`config.mk`:
```
export PLATFORM = sky130hd
export DESIGN_NAME = seq_pattern_detect
export DESIGN_NICKNAME = d
export VERILOG_FILES = /design/src/rtl/seq_pattern_detect.sv
export SDC_FILE = /design/constraint.sdc
export NUM_CORES = 1
export LEC_CHECK = 0
export BUFFER_PORTS_ARGS = -buffer_cell sky130_fd_sc_hd__buf_2
export CAP_MARGIN = 20
export CORE_UTILIZATION = 46
export CTS_CLUSTER_DIAMETER = 60
export CTS_CLUSTER_SIZE = 20
export DETAILED_ROUTE_END_ITERATION = 16
export PLACE_DENSITY = 0.74
export SYNTH_ARGS = -nofsm -noshare
export SYNTH_HDL_FRONTEND = slang
export SYNTH_SLANG_ARGS = --single-unit
```
`constraint.sdc`:
```
create_clock -name clk -period 1.9 [get_ports clk]
set_input_delay 0.19 -clock clk [delete_from_list [all_inputs] [get_ports clk]]
set_output_delay 0.19 -clock clk [all_outputs]
set_load 0.01 [all_outputs]
```
`src/rtl/seq_pattern_detect.sv`:
```
// Serial bit-pattern detector: programmable N-bit pattern with per-bit don't-care mask,
// overlapping or non-overlapping detection, registered match pulse and saturating counter.
module seq_pattern_detect #(
    parameter int N     = 4,
    parameter int CNT_W = 8
) (
    input  logic             clk,
    input  logic             rst,
    input  logic             cfg_load,
    input  logic [N-1:0]     cfg_pattern,
    input  logic [N-1:0]     cfg_mask,
    input  logic             cfg_overlap,
    input  logic             x_valid,
    input  logic             x,
    input  logic             cnt_clr,
    output logic             y,
    output logic [CNT_W-1:0] match_count,
    output logic             armed
);

    localparam int                FW      = $clog2(N + 1);
    localparam logic [FW-1:0]     FULL    = FW'(N);
    localparam logic [31:0]       DEF_PAT = 32'h0000_000B;
    localparam logic [CNT_W-1:0]  CNT_MAX = '1;

    logic [N-1:0]     sh_q,    sh_d;
    logic [FW-1:0]    fill_q,  fill_d;
    logic [N-1:0]     pat_q,   pat_d;
    logic [N-1:0]     mask_q,  mask_d;
    logic             ovl_q,   ovl_d;
    logic             y_q,     y_d;
    logic [CNT_W-1:0] cnt_q,   cnt_d;
    logic             armed_q, armed_d;

    logic [N-1:0]     sh_shift_s;
    logic [FW-1:0]    fill_inc_s;
    logic             match_s;

    // Next-state logic: the match is judged on the history as it will look after this edge
    always_comb begin
        sh_shift_s = {sh_q[N-2:0], x};
        fill_inc_s = (fill_q == FULL) ? FULL : (fill_q + FW'(1));
        match_s    = x_valid & ~cfg_load & (((sh_shift_s ^ pat_q) & mask_q) == '0)
                     & (fill_inc_s == FULL);

        sh_d   = sh_q;
        fill_d = fill_q;
        pat_d  = pat_q;
        mask_d = mask_q;
        ovl_d  = ovl_q;

        if (cfg_load) begin
            pat_d  = cfg_pattern;
            mask_d = cfg_mask;
            ovl_d  = cfg_overlap;
            sh_d   = '0;
            fill_d = '0;
        end else if (x_valid) begin
            sh_d   = sh_shift_s;
            // Non-overlap restarts the fill so the next match needs N fresh bits
            fill_d = (match_s & ~ovl_q) ? '0 : fill_inc_s;
        end else begin
            sh_d   = sh_q;
            fill_d = fill_q;
        end

        if (cnt_clr) begin
            cnt_d = '0;
        end else if (match_s && (cnt_q != CNT_MAX)) begin
            cnt_d = cnt_q + CNT_W'(1);
        end else begin
            cnt_d = cnt_q;
        end

        y_d     = match_s;
        armed_d = (fill_d == FULL);
    end

    // State registers with synchronous reset to the legacy 1011 detector configuration
    always_ff @(posedge clk) begin
        if (rst) begin
            sh_q    <= '0;
            fill_q  <= '0;
            pat_q   <= DEF_PAT[N-1:0];
            mask_q  <= '1;
            ovl_q   <= 1'b1;
            y_q     <= 1'b0;
            cnt_q   <= '0;
            armed_q <= 1'b0;
        end else begin
            sh_q    <= sh_d;
            fill_q  <= fill_d;
            pat_q   <= pat_d;
            mask_q  <= mask_d;
            ovl_q   <= ovl_d;
            y_q     <= y_d;
            cnt_q   <= cnt_d;
            armed_q <= armed_d;
        end
    end

    assign y           = y_q;
    assign match_count = cnt_q;
    assign armed       = armed_q;

endmodule
```
==> results.toml, run 1 <==
[clock_tree]
cts_tree = "built"
clockBufferDepth = 2
ctsHoldBuffers = 0
insertion_delay_ns = 0.33
clock_sinks = 25
htreeDepth = 1
clkSlewWorstSetupHoldPaths_ns = 0.15
cts-root-buf = "clkbuf_4"
cts_made_buffers = 3

[synthesis]
avgSynthCellArea_sq_um = 9.32
yosys_register_bits = 25
yosys_warnings = 0
ys_seq_area_share_pct = 42.0
synth_nets = 146
synth.distinct_cells = 36
synth_area_sq_mm = 0.00119
syn-instance-count = 128

[detailed_routing]
drt_iter0_drc = 16
drt-total-wl_microns = 2720
viasPerCell = 5.63
dr.pass1.iters = 4
antenna_left = 0
routedWlPerCell_microns = 14.4
via_count = 1064
drc = 0

[floorplan]
die_x_microns = 52.9
ios = 25
die_area_sq_mm = 0.00280
rows = 18
die_h_microns = 52.9
initial_core_util_pct = 48.6
design.core.area_sq_mm = 0.00245

[cells_and_area]
fillers = 222
syn_to_final_growth_pct = 26.8
fin_area_sq_mm = 0.00151
register_area_sq_um = 503
layout_commonest_cell = "buf_2"
most-common-layout-cells = "buf_2 (24), dfxtp_1 (23), mux2i_1 (13)"
fin_nets = 178
drive_above_1_share_pct = 36.5
multi_input_area_sq_um = 731
n_antenna_cell = 0
fin_util_pct = 61.6

[grt]
grt_max_degree = 16
antenna_found_initial = 0
grt_pass1_vias = 974
grt_util_all_layers_pct = 20.0
grt_pass1_wl_microns = 4080
grt_overflow = 0

[power]
power.leakage_nw = 0.639
ir_drop_mv = 0.426
p_per_area_mw_per_mm2 = 595

[placed_design]
hpwl_microns = 1780
io_buffers = 24
gp_congestion = 0.740
dp_slack_ns = -0.128
placed_area_sq_mm = 0.00135

[setup_path]
critical_path_class = "flop to flop"
path_cells = "buf_4 > ha_4 > nand3b_1 > o221a_4 > nand4_4 > buf_6 > or3_1 > a21oi_1"
startpoint_type = "flop"
cp.arrival_ns = 2.12
crit_fanout = 7
critical_path_required_ns = 2.16
cp_slowest_cell = "dfxtp_2"
crit_path_max_incr_delay_ns = 0.34
cp-end-kind = "flop"

[timing]
whs_ns = 0.0584
slew_violations = 0
worstMarginPinSlew_ns = 0.457
slew_headroom_pct = 69.5
finalWorstSetupSlack_ns = 0.0408
finalCritPeriodShare_pct = 97.9
max_freq_ghz = 0.538
setup_viol = 0
fin_setup_tns_ns = 0
fin_crit_ns = 1.86
finalHoldViolations = 0
skew_ns = 0.0168

[flow_run]
drv_cap = 0

[run_status]
outcome = "finished clean"

[worst_hold_path]
hold_class = "input port to flop"
cell families (layout without fill, tap and decap cells):
group	Yosys count	count (layout)	synth area share, %
AND/OR/NAND/NOR	50	50	22.7
flip-flops	25	25	42.0
buffers and inverters	11	42	3.88
XOR/XNOR	4	4	2.94
multiplexers	13	13	10.9
AO/OA/AOI/OAI	22	22	14.5
adder cells (fa/ha/maj)	3	3	3.15
per-stage QoR:
stage          power (mW)  cells
2_1_floorplan       0.622    128
3_3_place_gp        0.647    180
3_5_place_dp        0.650    180
4_1_cts             0.901    188
5_1_grt             0.937    189
6_report            0.899    189
synth_stat cells:
master | count | area share [%]
a21boi_4 | 1 | 1.6
nand3_1 | 6 | 2.5
a311oi_1 | 1 | 0.73
buf_1 | 1 | 0.31
o211ai_1 | 1 | 0.63
buf_2 | 1 | 0.42
or3_1 | 3 | 1.6
nand2_2 | 1 | 0.52
nand3b_1 | 1 | 0.63
nand2b_1 | 2 | 1.0
nand4_4 | 1 | 1.8
a21oi_2 | 1 | 0.73
xnor2_1 | 1 | 0.73
or4_1 | 3 | 1.9
ha_1 | 3 | 3.1
o31ai_1 | 2 | 1.3
a22oi_4 | 1 | 1.8
inv_1 | 6 | 1.9
buf_4 | 1 | 0.63
mux2i_1 | 13 | 11
o311ai_0 | 1 | 0.73
nor3_1 | 3 | 1.3
o21ai_0 | 2 | 0.84
xor2_1 | 3 | 2.2
or2_2 | 3 | 1.6
o41ai_1 | 2 | 1.5
o221a_2 | 1 | 0.94
and4_1 | 1 | 0.73
a21oi_1 | 9 | 3.8
dfxtp_1 | 25 | 42
clkbuf_1 | 2 | 0.63
and4b_1 | 1 | 0.84
nand4_1 | 1 | 0.52
nor4_1 | 1 | 0.52
nor2_1 | 12 | 3.8
nand2_1 | 11 | 3.5
layer usage:
layer | vias up | global-route usage, % | wire, microns
met5 | - | 0 | 0
met2 | 32 | 39.0 | 1470
met1 | 506 | 21.0 | 1100
met4 | 0 | 7.89 | 35
met3 | 5 | 2.87 | 113
li1 | 521 | - | -
power breakdown:
part | switching [mW] | internal (mW)
clock | 0.171 | 0.0806
sequential | 0.00939 | 0.539
combinational | 0.0513 | 0.0490
critical path, delay by kind of cell, from the launching register on:
family                   cells  cell delay, ns
flip-flops                   1            0.34
buffers and inverters        2            0.32
AND/OR/NAND/NOR              3            0.61
adder cells (fa/ha/maj)      1            0.17
AO/OA/AOI/OAI                2            0.35
path summary, 6_finish.rpt:
path | depth (start not counted) | to | start | slack, ns
worst max-delay path | 8 | match_count[0]$_SDFFE_PP0P_ | fill_q[0]$_SDFF_PP0_ | 0.04
worst min-delay path | 3 | pat_q[1]$_SDFFE_PP1P_ | cfg_pattern[1] | 0.06
worst min register to register | 2 | ovl_q$_SDFFE_PP1P_ | ovl_q$_SDFFE_PP1P_ | 0.51
worst max register to register | 8 | match_count[0]$_SDFFE_PP0P_ | fill_q[0]$_SDFF_PP0_ | 0.04
repair_timing:
action / in CTS / in global routing
gates resized for setup: 1 / 16
setup buffers: 4 / 1
setup endpoints to repair: 4 / 6
pin swaps: 2 / 6
registers in the layout, indices dropped and copies added, names as in the netlist:
name / cells
y: 1
pat_q: 4
mask_q: 4
armed: 1
ovl_q: 1
sh_q: 3
match_count: 8
fill_q: 3
layout make-up:
cell class	instances	area share [%]
clock buffer	3	1.49
clock inverter	1	0.497
inverter	6	1.49
multi-input combinational	92	48.3
sequential	25	33.3
tap	30	2.48
timing repair buffer	32	12.4
(Power assumes the default switching activity.)
==> run 2: changes to the inputs <==
CTS_BUF_LIST = sky130_fd_sc_hd__clkbuf_16   (was unset)
==> run 2 against run 1 <==
Compared with the run above:
- first-iteration DRC count unchanged
- sequential cell count did not move
- die area stayed put
- highest routed layer unchanged
- total power grew 26%
- via count up 0.28%
- setup slack lost 0.023 ns
- largest cell class unchanged
- utilization rose by 1.9 points
==> results.toml, run 2 (same netlist as run 1, synthesis figures left out) <==
[cells_and_area]
final_cells = 190
layout_commonest_cell = "buf_2"
largest_reg_flops = 8
drive_above_1_share_pct = 36.3
fillers = 216
syn_to_final_growth_pct = 30.7
n_antenna_cell = 0
fin_nets = 179
most-common-layout-cells = "buf_2 (24), dfxtp_1 (23), mux2i_1 (13)"

[detailed_routing]
drt-total-wl_microns = 2720
viasPerCell = 5.62
dr.pass1.iters = 4
via_count = 1067
drc = 0
routedWlPerCell_microns = 14.3
antenna_left = 0
drt_iter0_drc = 16

[timing]
skew_ns = 0.00931
finalHoldViolations = 0
finalWorstSetupSlack_ns = 0.0178
slew_headroom_pct = 52.9
setup_viol = 0
slew_violations = 0
rsz0062_at_grt = "true"
worstMarginPinSlew_ns = 0.703
max_freq_ghz = 0.531
fin_crit_ns = 1.88
finalCritPeriodShare_pct = 99.1
fin_setup_tns_ns = 0

[grt]
grt_pass1_vias = 1001
met3_usage_pct = 5.17
grtUsageMet1_pct = 23.1
grt_max_degree = 16
grt_overflow = 0
grt-busiest-layer = "met2"
antenna_found_initial = 0
grt_pass1_wl_microns = 4340
grt_util_all_layers_pct = 21.8
grt_use_met2_pct = 41.1

[setup_path]
critical_path_required_ns = 2.04
critical_path_class = "flop to flop"
cp.arrival_ns = 2.02
startpoint_type = "flop"
cp-end-kind = "flop"
crit_fanout = 5

[placed_design]
gp_congestion = 0.740
io_buffers = 24
dp_slack_ns = -0.128
dp.cells = 180
hpwl_microns = 1780

[power]
ir_drop_mv = 0.487
power.leakage_nw = 0.667
p_per_area_mw_per_mm2 = 725
power_mw = 1.13

[worst_hold_path]
hold_class = "input port to flop"

[floorplan]
design.core.area_sq_mm = 0.00245
initial_core_util_pct = 48.6
die_area_sq_mm = 0.00280
rows = 18
die_x_microns = 52.9
ios = 25
die_h_microns = 52.9

[flow_run]
drv_cap = 0

[clock_tree]
cts-root-buf = "clkbuf_16"
ctsHoldBuffers = 0
clock_sinks = 25
cts_tree = "built"
clkSlewWorstSetupHoldPaths_ns = 0.07
insertion_delay_ns = 0.26
clockBufferDepth = 2
cts_made_buffers = 3
htreeDepth = 1

[run_status]
outcome = "finished clean"
## run 2: repair_timing
action | in CTS | in global routing
endpoints found under the setup margin | 5 | 9
pin swaps | 5 | 5
gates cloned | 1 | 0
resized for setup | 2 | 12
setup buffers | 4 | 1
## run 2: final timing paths
kind / from / endpoint / slack, ns / cells after the start
setup reg to reg: fill_q[0]$_SDFF_PP0_ / match_count[0]$_SDFFE_PP0P_ / 0.02 / 9
hold reg to reg: ovl_q$_SDFFE_PP1P_ / ovl_q$_SDFFE_PP1P_ / 0.49 / 2
setup / recovery: fill_q[0]$_SDFF_PP0_ / match_count[0]$_SDFFE_PP0P_ / 0.02 / 9
hold / removal: cfg_mask[1] / mask_q[1]$_SDFFE_PP1P_ / 0.14 / 3
## run 2: layout make-up
class	count	area (sq um)	area share, %
timing repair buffer	32	180	11.6
multi-input combinational	93	733	47.0
inverter	6	22.5	1.44
tap	30	37.5	2.41
clock inverter	1	7.51	0.482
sequential	25	503	32.3
clock buffer	3	75.1	4.82
## run 2: report_power, final
part / total (mW) / switching, mW / internal, mW
logic: 0.102 / 0.0531 / 0.0493
clock network: 0.480 / 0.193 / 0.286
registers: 0.548 / 0.00964 / 0.538
total: 1.13 / 0.256 / 0.874
## run 2: metrics by stage
step / hold slack, ns / cell area, sq um / utilization, %
finish: 0.139 / 1560 / 63.5
global route: 0.147 / 1560 / 63.5
CTS: 0.136 / 1490 / 60.7
detailed placement: 0.410 / 1350 / 55.0
global placement: 0.404 / 1350 / 55.0
floorplan: 0.262 / 1190 / -
## run 2: metal layers
metal | up-vias | part of all wire [%]
met1 | 509 | 43
met3 | 3 | 3.8
met5 | - | 0
met2 | 29 | 52
li1 | 526 | -
met4 | 0 | 0.99
## run 2: critical path, cell delays in order (launching register included)
cell and delay (ns):
dfxtp_2 0.33, inv_2 0.04, ha_4 0.23, nand2b_4 0.15
a21boi_4 0.22, nand4_2 0.20, buf_4 0.19, buf_4 0.13
o21ai_0 0.19, a21oi_1 0.09
==> run 3: changes to the inputs <==
BUFFER_PORTS_ARGS = -buffer_cell sky130_fd_sc_hd__buf_4   (was -buffer_cell sky130_fd_sc_hd__buf_2)
==> run 3 against run 2 <==
Compared with the run above:
- clock skew fell by 0.0073 ns
- combinational power grew 5%
- count of clock-buffer cells in the layout unchanged
- critical path depth fell by 2
- clock power is 4.8% lower
- wire length decreased by 7.3%
- sequential cell count stayed put
- non-clock buffer count down 2
- total power down 1.5%
- critical path type unchanged
==> results.toml, run 3 (same netlist as run 1, synthesis figures left out) <==
[worst_hold_path]
hold_class = "input port to flop"

[detailed_routing]
drt-total-wl_microns = 2520
drt_iter0_drc = 18
via_count = 1015
viasPerCell = 5.43
drc = 0
dr.pass1.iters = 4
antenna_left = 0
routedWlPerCell_microns = 13.5

[setup_path]
crit_fanout = 8
startpoint_type = "flop"
cp-end-kind = "flop"
critical_path_required_ns = 2.09
critical_path_class = "flop to flop"
cp.arrival_ns = 2.07

[floorplan]
design.core.area_sq_mm = 0.00245
rows = 18
die_x_microns = 52.9
initial_core_util_pct = 48.6
die_area_sq_mm = 0.00280
ios = 25
die_h_microns = 52.9

[placed_design]
placed_area_sq_mm = 0.00141
io_buffers = 24
gp_congestion = 0.773
dp.cells = 180
hpwl_microns = 1810

[grt]
grt_overflow = 0
grt_pass1_wl_microns = 3950
grt_max_degree = 15
grt_util_all_layers_pct = 19.3
antenna_found_initial = 0
grt_pass1_vias = 910

[power]
power.leakage_nw = 0.665
p_per_area_mw_per_mm2 = 700
power_mw = 1.11
ir_drop_mv = 0.430

[timing]
finalHoldViolations = 0
whs_ns = 0.141
slew_headroom_pct = 60.2
worstMarginPinSlew_ns = 0.595
setup_viol = 0
fin_setup_tns_ns = 0
rsz0062_at_grt = "true"
max_freq_ghz = 0.531
fin_crit_ns = 1.88
finalCritPeriodShare_pct = 99.1
skew_ns = 0.00204
slew_violations = 0

[cells_and_area]
syn_to_final_growth_pct = 33.4
drive_above_1_share_pct = 35.7
most-common-layout-cells = "buf_4 (29), dfxtp_1 (23), mux2i_1 (13)"
final_cells = 187
fin_area_sq_mm = 0.00159
n_antenna_cell = 0
fin_nets = 176
layout_commonest_cell = "buf_4"
largest_reg_flops = 8

[clock_tree]
insertion_delay_ns = 0.25
cts_made_buffers = 3
clockBufferDepth = 2
cts_tree = "built"
htreeDepth = 1
clkSlewWorstSetupHoldPaths_ns = 0.06
clock_sinks = 25
cts-root-buf = "clkbuf_16"

[run_status]
outcome = "finished clean"

[flow_run]
drv_cap = 0
run 3: worst paths after layout:
path,slack (ns),endpoint,depth (start not counted),start
setup / recovery,0.02,match_count[7]$_SDFFE_PP0P_,7,fill_q[0]$_SDFF_PP0_
hold / removal,0.14,y$_SDFF_PP0_,2,rst
setup reg to reg,0.02,match_count[7]$_SDFFE_PP0P_,7,fill_q[0]$_SDFF_PP0_
hold reg to reg,0.50,pat_q[0]$_SDFFE_PP1P_,2,pat_q[0]$_SDFFE_PP1P_
run 3: routing by layer:
layer	vias up	part of all wire (%)	GRT usage (%)
li1	515	-	-
met1	471	42	22.4
met2	27	53	35.0
met3	2	3.9	3.45
met4	0	0.68	6.58
met5	-	0	0
run 3: power by group:
group          total, mW  leakage [nW]  switching (mW)  internal [mW]
Clock              0.457        0.0409           0.175          0.283
Sequential         0.548         0.205         0.00958          0.538
Combinational      0.107         0.420          0.0513         0.0559
Total               1.11         0.665           0.235          0.877
run 3: timing repair:
action                                  in CTS  in global routing
cloned                                       0                  0
pin swaps                                    4                  7
hold buffers                                 0                  0
resized for setup                            4                 13
endpoints found under the setup margin       4                  8
setup buffers                                2                  1
run 3: critical path, cell delays in order (launching register included):
cell      delay (ns)
dfxtp_2         0.33
inv_2           0.05
ha_4            0.23
nand2b_4        0.15
a21boi_4        0.20
nand4_4         0.17
or4_4           0.57
a21oi_2         0.12
run 3: cell type report:
type,instances,area (sq um)
multi-input cells,92,718
clock buffers,3,75.1
inverters,6,22.5
fillers,197,865
well taps,30,37.5
clock inverters,1,5.00
flip-flops and latches,25,503
repair buffers,30,229
run 3: per-stage QoR:
step	utilization, %	setup WS (ns)
floorplan	-	0.0134
global placement	57.4	-0.0198
detailed placement	57.4	-0.127
CTS	62.1	-0.0104
global route	64.8	-0.0708
finish	64.8	0.0162
